### src/rtl/bcd_seg_scan.sv
// bcd_seg_scan: multiplexed 7-segment driver for packed BCD digits.
//   A load strobe captures a new digit word into a pending buffer. The pending
//   word moves into the displayed (shadow) word only at a frame boundary, so a
//   frame never mixes two words. One digit is scanned per refresh slot, with
//   optional leading-zero blanking and an error flag for codes above 9.
// Ports:
//   clk        rising-edge clock
//   reset      synchronous active-high reset
//   digits_in  packed BCD word, digit0 = [3:0] (least significant)
//   load       capture digits_in into the pending buffer this cycle
//   blank_lz   1 = blank leading zeros (sampled on each slot tick)
//   seg        segments {g,f,e,d,c,b,a}, active-high, registered
//   an         one-hot digit enable, active-high, registered
//   err        1 while the displayed digit code is above 9, registered
//   frame_done 1-cycle pulse when the last digit slot starts
module bcd_seg_scan #(
    parameter int unsigned NUM_DIGITS = 4,
    parameter int unsigned PRESCALE   = 1000
) (
    input  logic                    clk,
    input  logic                    reset,
    input  logic [4*NUM_DIGITS-1:0] digits_in,
    input  logic                    load,
    input  logic                    blank_lz,
    output logic [6:0]              seg,
    output logic [NUM_DIGITS-1:0]   an,
    output logic                    err,
    output logic                    frame_done
);

    localparam int unsigned DATA_W = 4 * NUM_DIGITS;
    localparam int unsigned CNT_W  = (PRESCALE > 1) ? $clog2(PRESCALE) : 1;
    localparam int unsigned IDX_W  = (NUM_DIGITS > 1) ? $clog2(NUM_DIGITS) : 1;
    localparam logic [CNT_W-1:0] CNT_LAST = CNT_W'(PRESCALE - 1);
    localparam logic [IDX_W-1:0] IDX_LAST = IDX_W'(NUM_DIGITS - 1);

    logic [CNT_W-1:0]      cnt_q,     cnt_d;
    logic [IDX_W-1:0]      idx_q,     idx_d;
    logic [DATA_W-1:0]     shadow_q,  shadow_d;
    logic [DATA_W-1:0]     pending_q, pending_d;
    logic                  pv_q,      pv_d;
    logic [6:0]            seg_q,     seg_d;
    logic [NUM_DIGITS-1:0] an_q,      an_d;
    logic                  err_q,     err_d;
    logic                  fd_q,      fd_d;

    logic                  tick_c;
    logic                  boundary_c;
    logic [3:0]            digit_c;
    logic                  blank_c;
    logic [NUM_DIGITS-1:0] zero_hi_c;

    // BCD to gfedcba; codes 10..15 show a dash.
    function automatic logic [6:0] seg_decode(input logic [3:0] d);
        logic [6:0] s;
        case (d)
            4'd0:    s = 7'h3F;
            4'd1:    s = 7'h06;
            4'd2:    s = 7'h5B;
            4'd3:    s = 7'h4F;
            4'd4:    s = 7'h66;
            4'd5:    s = 7'h6D;
            4'd6:    s = 7'h7D;
            4'd7:    s = 7'h07;
            4'd8:    s = 7'h7F;
            4'd9:    s = 7'h6F;
            default: s = 7'h40;
        endcase
        return s;
    endfunction

    assign tick_c     = (cnt_q == CNT_LAST);
    assign boundary_c = tick_c && (idx_q == IDX_LAST);

    // zero_hi_c[i] = digit i and every higher digit of the shadow word are zero.
    always_comb begin
        zero_hi_c = '0;
        zero_hi_c[NUM_DIGITS-1] = (shadow_q[DATA_W-1 -: 4] == 4'd0);
        for (int i = NUM_DIGITS - 2; i >= 0; i--) begin
            zero_hi_c[i] = zero_hi_c[i+1] && (shadow_q[4*i +: 4] == 4'd0);
        end
    end

    // Select the digit in the current slot and decide whether it is blanked.
    always_comb begin
        digit_c = 4'd0;
        blank_c = 1'b0;
        for (int i = 0; i < NUM_DIGITS; i++) begin
            if (idx_q == IDX_W'(i)) begin
                digit_c = shadow_q[4*i +: 4];
                blank_c = blank_lz && (i != 0) && zero_hi_c[i];
            end
        end
    end

    // Next-state: prescaler, scan index, buffers and registered outputs.
    always_comb begin
        cnt_d     = cnt_q + CNT_W'(1);
        idx_d     = idx_q;
        shadow_d  = shadow_q;
        pending_d = pending_q;
        pv_d      = pv_q;
        seg_d     = seg_q;
        an_d      = an_q;
        err_d     = err_q;
        fd_d      = boundary_c;

        if (tick_c) begin
            cnt_d = '0;
            idx_d = (idx_q == IDX_LAST) ? '0 : idx_q + IDX_W'(1);
            an_d  = NUM_DIGITS'(1) << idx_q;
            seg_d = blank_c ? 7'h00 : seg_decode(digit_c);
            err_d = (digit_c > 4'd9);
        end

        // Transfer uses the old pending word; a coincident load re-arms pending.
        if (boundary_c && pv_q) begin
            shadow_d = pending_q;
            pv_d     = 1'b0;
        end
        if (load) begin
            pending_d = digits_in;
            pv_d      = 1'b1;
        end
    end

    always_ff @(posedge clk) begin
        if (reset) begin
            cnt_q     <= '0;
            idx_q     <= '0;
            shadow_q  <= '0;
            pending_q <= '0;
            pv_q      <= 1'b0;
            seg_q     <= '0;
            an_q      <= '0;
            err_q     <= 1'b0;
            fd_q      <= 1'b0;
        end else begin
            cnt_q     <= cnt_d;
            idx_q     <= idx_d;
            shadow_q  <= shadow_d;
            pending_q <= pending_d;
            pv_q      <= pv_d;
            seg_q     <= seg_d;
            an_q      <= an_d;
            err_q     <= err_d;
            fd_q      <= fd_d;
        end
    end

    assign seg        = seg_q;
    assign an         = an_q;
    assign err        = err_q;
    assign frame_done = fd_q;

endmodule

### config.mk
export PLATFORM = sky130hd
export DESIGN_NAME = bcd_seg_scan
export DESIGN_NICKNAME = d
export VERILOG_FILES = /design/src/rtl/bcd_seg_scan.sv
export SDC_FILE = /design/constraint.sdc
export NUM_CORES = 1
export LEC_CHECK = 0
export CORE_MARGIN = 2
export CORE_UTILIZATION = 48
export CTS_BUF_LIST = sky130_fd_sc_hd__clkbuf_4
export CTS_CLUSTER_DIAMETER = 100
export DETAILED_ROUTE_END_ITERATION = 7
export PLACE_DENSITY = 0.83
export SLEW_MARGIN = 20
export SYNTH_ARGS = -nofsm -noshare
export SYNTH_HDL_FRONTEND = slang
export SYNTH_SLANG_ARGS = --single-unit
### constraint.sdc
create_clock -name clk -period 6.05 [get_ports clk]
set_input_delay 0.605 -clock clk [delete_from_list [all_inputs] [get_ports clk]]
set_output_delay 0.605 -clock clk [all_outputs]
set_load 0.05 [all_outputs]
==> metrics.csv <==
metric,value,unit
outcome,finished clean,
gp_congestion,0.903,
finish.instance_area,2940,sq um
grt_pass1_vias,1680,
synthTopCellsByCount,"dfxtp_1 (58), nor2_1 (45), mux2i_1 (33)",
yosysUniqueCellTypes,49,
critPathTopFamily,compound AO/OA/AOI/OAI gates,
cts_tree,yes,
num-fill-cells,458,
timing.hold.ws,0.467,ns
synth_top_cell_area_share,0.470,
die_w,75.7,microns
grt_max_degree,41,
drtIter0Drc,82,
p_leak,1.29,nW
worst_pin_slew,0.933,ns
fmax,0.420,GHz
ys_seq_area_frac,0.470,
clock_skew,0.0172,ns
grt_use_total,0.187,
post-cts-setup-buffer-count,0,
vdd_drop_max,155,uV
drive_above_1_share,0.0816,
hp-class,flip-flop to flip-flop,
vias,1810,
placed_area,2810,sq um
syn_area,2470,sq um
fp-row-count,26,
dieArea,5740,sq um
htreeDepth,3,
synth_edf_count,0,
cts_buffers,9,
cts_resized,0,
crit_slowest_cell,dfxtp_1,
crit_fanout,8,
netlist_instances,247,
path_class,flip-flop to flip-flop,
max-slew-margin-rel,0.376,
syn_to_final_growth,18.8,%
io-pin-count,33,
syn_nets,276,
grt_pass1_wl,7920,microns
synth_area_leaders,"dfxtp_1 (47%), mux2i_1 (13%), nor2_1 (6.8%), ha_1 (4.6%), a22o_1 (2.8%)",
cp_cell_sequence,inv_1 -> ha_1 -> nor2b_2 -> a221oi_1 -> nor2_1 -> inv_1 -> ha_1 -> a211o_1 -> a22o_1,
ant_nets,0,
post-route-period-util,0.394,
drv_cap,0,
async_reset_ff_frac,0,
port_buffers,32,
wl_per_cell,12.8,microns
antenna_found_initial,0,
finalSetupViolations,0,
powerDensity,233,nW/um^2
post-place-ws,3.63,ns
ys_warn_count,0,
endpoint_kind,flip-flop,
design.core.area,5040,sq um
ctsHoldBuffers,0,
clock_path_buffers,2,
yosysTopAreaCell,dfxtp_1,
worst-path-buf-inv,2,
layout_setup_ws,3.67,ns
tns,0,ns
crit_required,6.35,ns
insertion_delay,0.41,ns
maxSlewViolCount,0,
hold_violations,0,
num_antenna_cells,0,
rsz0062_at_grt,false,
start_util,0.490,
cts_root_buffer,clkbuf_4,
grt_overflow,0,
yosysMostFrequentCell,dfxtp_1,
wl,4500,microns
cp.arrival,2.68,ns
synth.avg_cell_area,10.0,sq um
ys_ff_latch,58,
max_stage_delay,0.38,ns
startpoint_type,flip-flop,
layout.nets,307,
fp.dieH,75.7,microns
hpwl,3270,microns
via_per_inst,5.14,
first_pass_iters,4,
synth-main-ff-cell,dfxtp_1,
fin_crit,2.38,ns
drc,0,
clk_pin_slew,0.09,ns
cts_sinks,58,
==> worst paths after layout <==
kind | to | startpoint | slack, ns | depth (start not counted)
setup / recovery | seg[5] | idx_q[1] | 3.67 | 9
hold / removal | an[3] | an[3] | 0.47 | 2
setup reg to reg | seg[5] | idx_q[1] | 3.67 | 9
hold reg to reg | an[3] | an[3] | 0.47 | 2
==> metal layers <==
metal / wire length [microns] / global-route usage
met4: 105 / 0.0760
met2: 1920 / 0.263
met3: 242 / 0.0860
met5: 0 / 0
met1: 2240 / 0.249
==> flip-flops by register name (all words and copies together), names as in the netlist <==
register    count
an              4
cnt_q          10
idx_q           2
pv_q            1
shadow_q       16
pending_q      16
seg             7
err             1
frame_done      1
==> placed cells by master, fill, tap and decap left out, types with 3 or more instances in the layout <==
cell type,instances
dfxtp_1,58
nor2_1,45
mux2i_1,33
clkdlybuf4s50_1,32
nand3_1,10
clkbuf_4,10
ha_1,9
a22o_1,8
inv_1,7
nand2_1,6
o21ai_0,5
and3_1,4
xnor2_1,4
xor2_1,4
nor4_1,3
a21oi_1,3
clkinv_1,3
==> through the flow <==
step,util,total power [W],instances
global placement,0.558,0.000439,337
finish,0.582,0.000683,352
floorplan,-,0.000423,247
CTS,0.582,0.000690,352
detailed placement,0.558,0.000440,337
global route,0.582,0.000716,352
==> tightest hold or removal path: cells and delay by family (launching register included) <==
| kind | cells | cell delay, ns |
|---|---|---|
| AO/OA/AOI/OAI | 1 | 0.05 |
| AND/OR/NAND/NOR | 1 | 0.05 |
| flip-flops | 1 | 0.32 |
==> power breakdown <==
| group | internal (W) | total [W] | switching (W) |
|---|---|---|---|
| Combinational | 0.0000201 | 0.0000349 | 0.0000148 |
| Clock | 0.000124 | 0.000252 | 0.000128 |
| Sequential | 0.000390 | 0.000396 | 0.00000579 |
| Total | 0.000534 | 0.000683 | 0.000149 |
==> cells by family (layout without fill, tap and decap cells) <==
logic type,after synthesis,count (layout),share of synthesized area
XOR/XNOR,8,8,0.0284
buffers and inverters,20,55,0.0395
adder cells (fa/ha/maj),9,9,0.0456
AO/OA/AOI/OAI,38,38,0.124
multiplexers,33,33,0.134
AND/OR/NAND/NOR,81,81,0.159
flip-flops,58,58,0.470
==> final cells by class <==
type	instances	area, sq um	share of cell area
Clock buffer	10	75.1	0.0256
Clock inverter	5	46.3	0.0158
Sequential cell	58	1160	0.396
Multi-Input combinational cell	169	1210	0.413
Inverter	7	26.3	0.00895
Timing Repair Buffer	33	328	0.112
Tap cell	70	87.6	0.0298
Note: power is estimated with default switching activity, not from simulation.
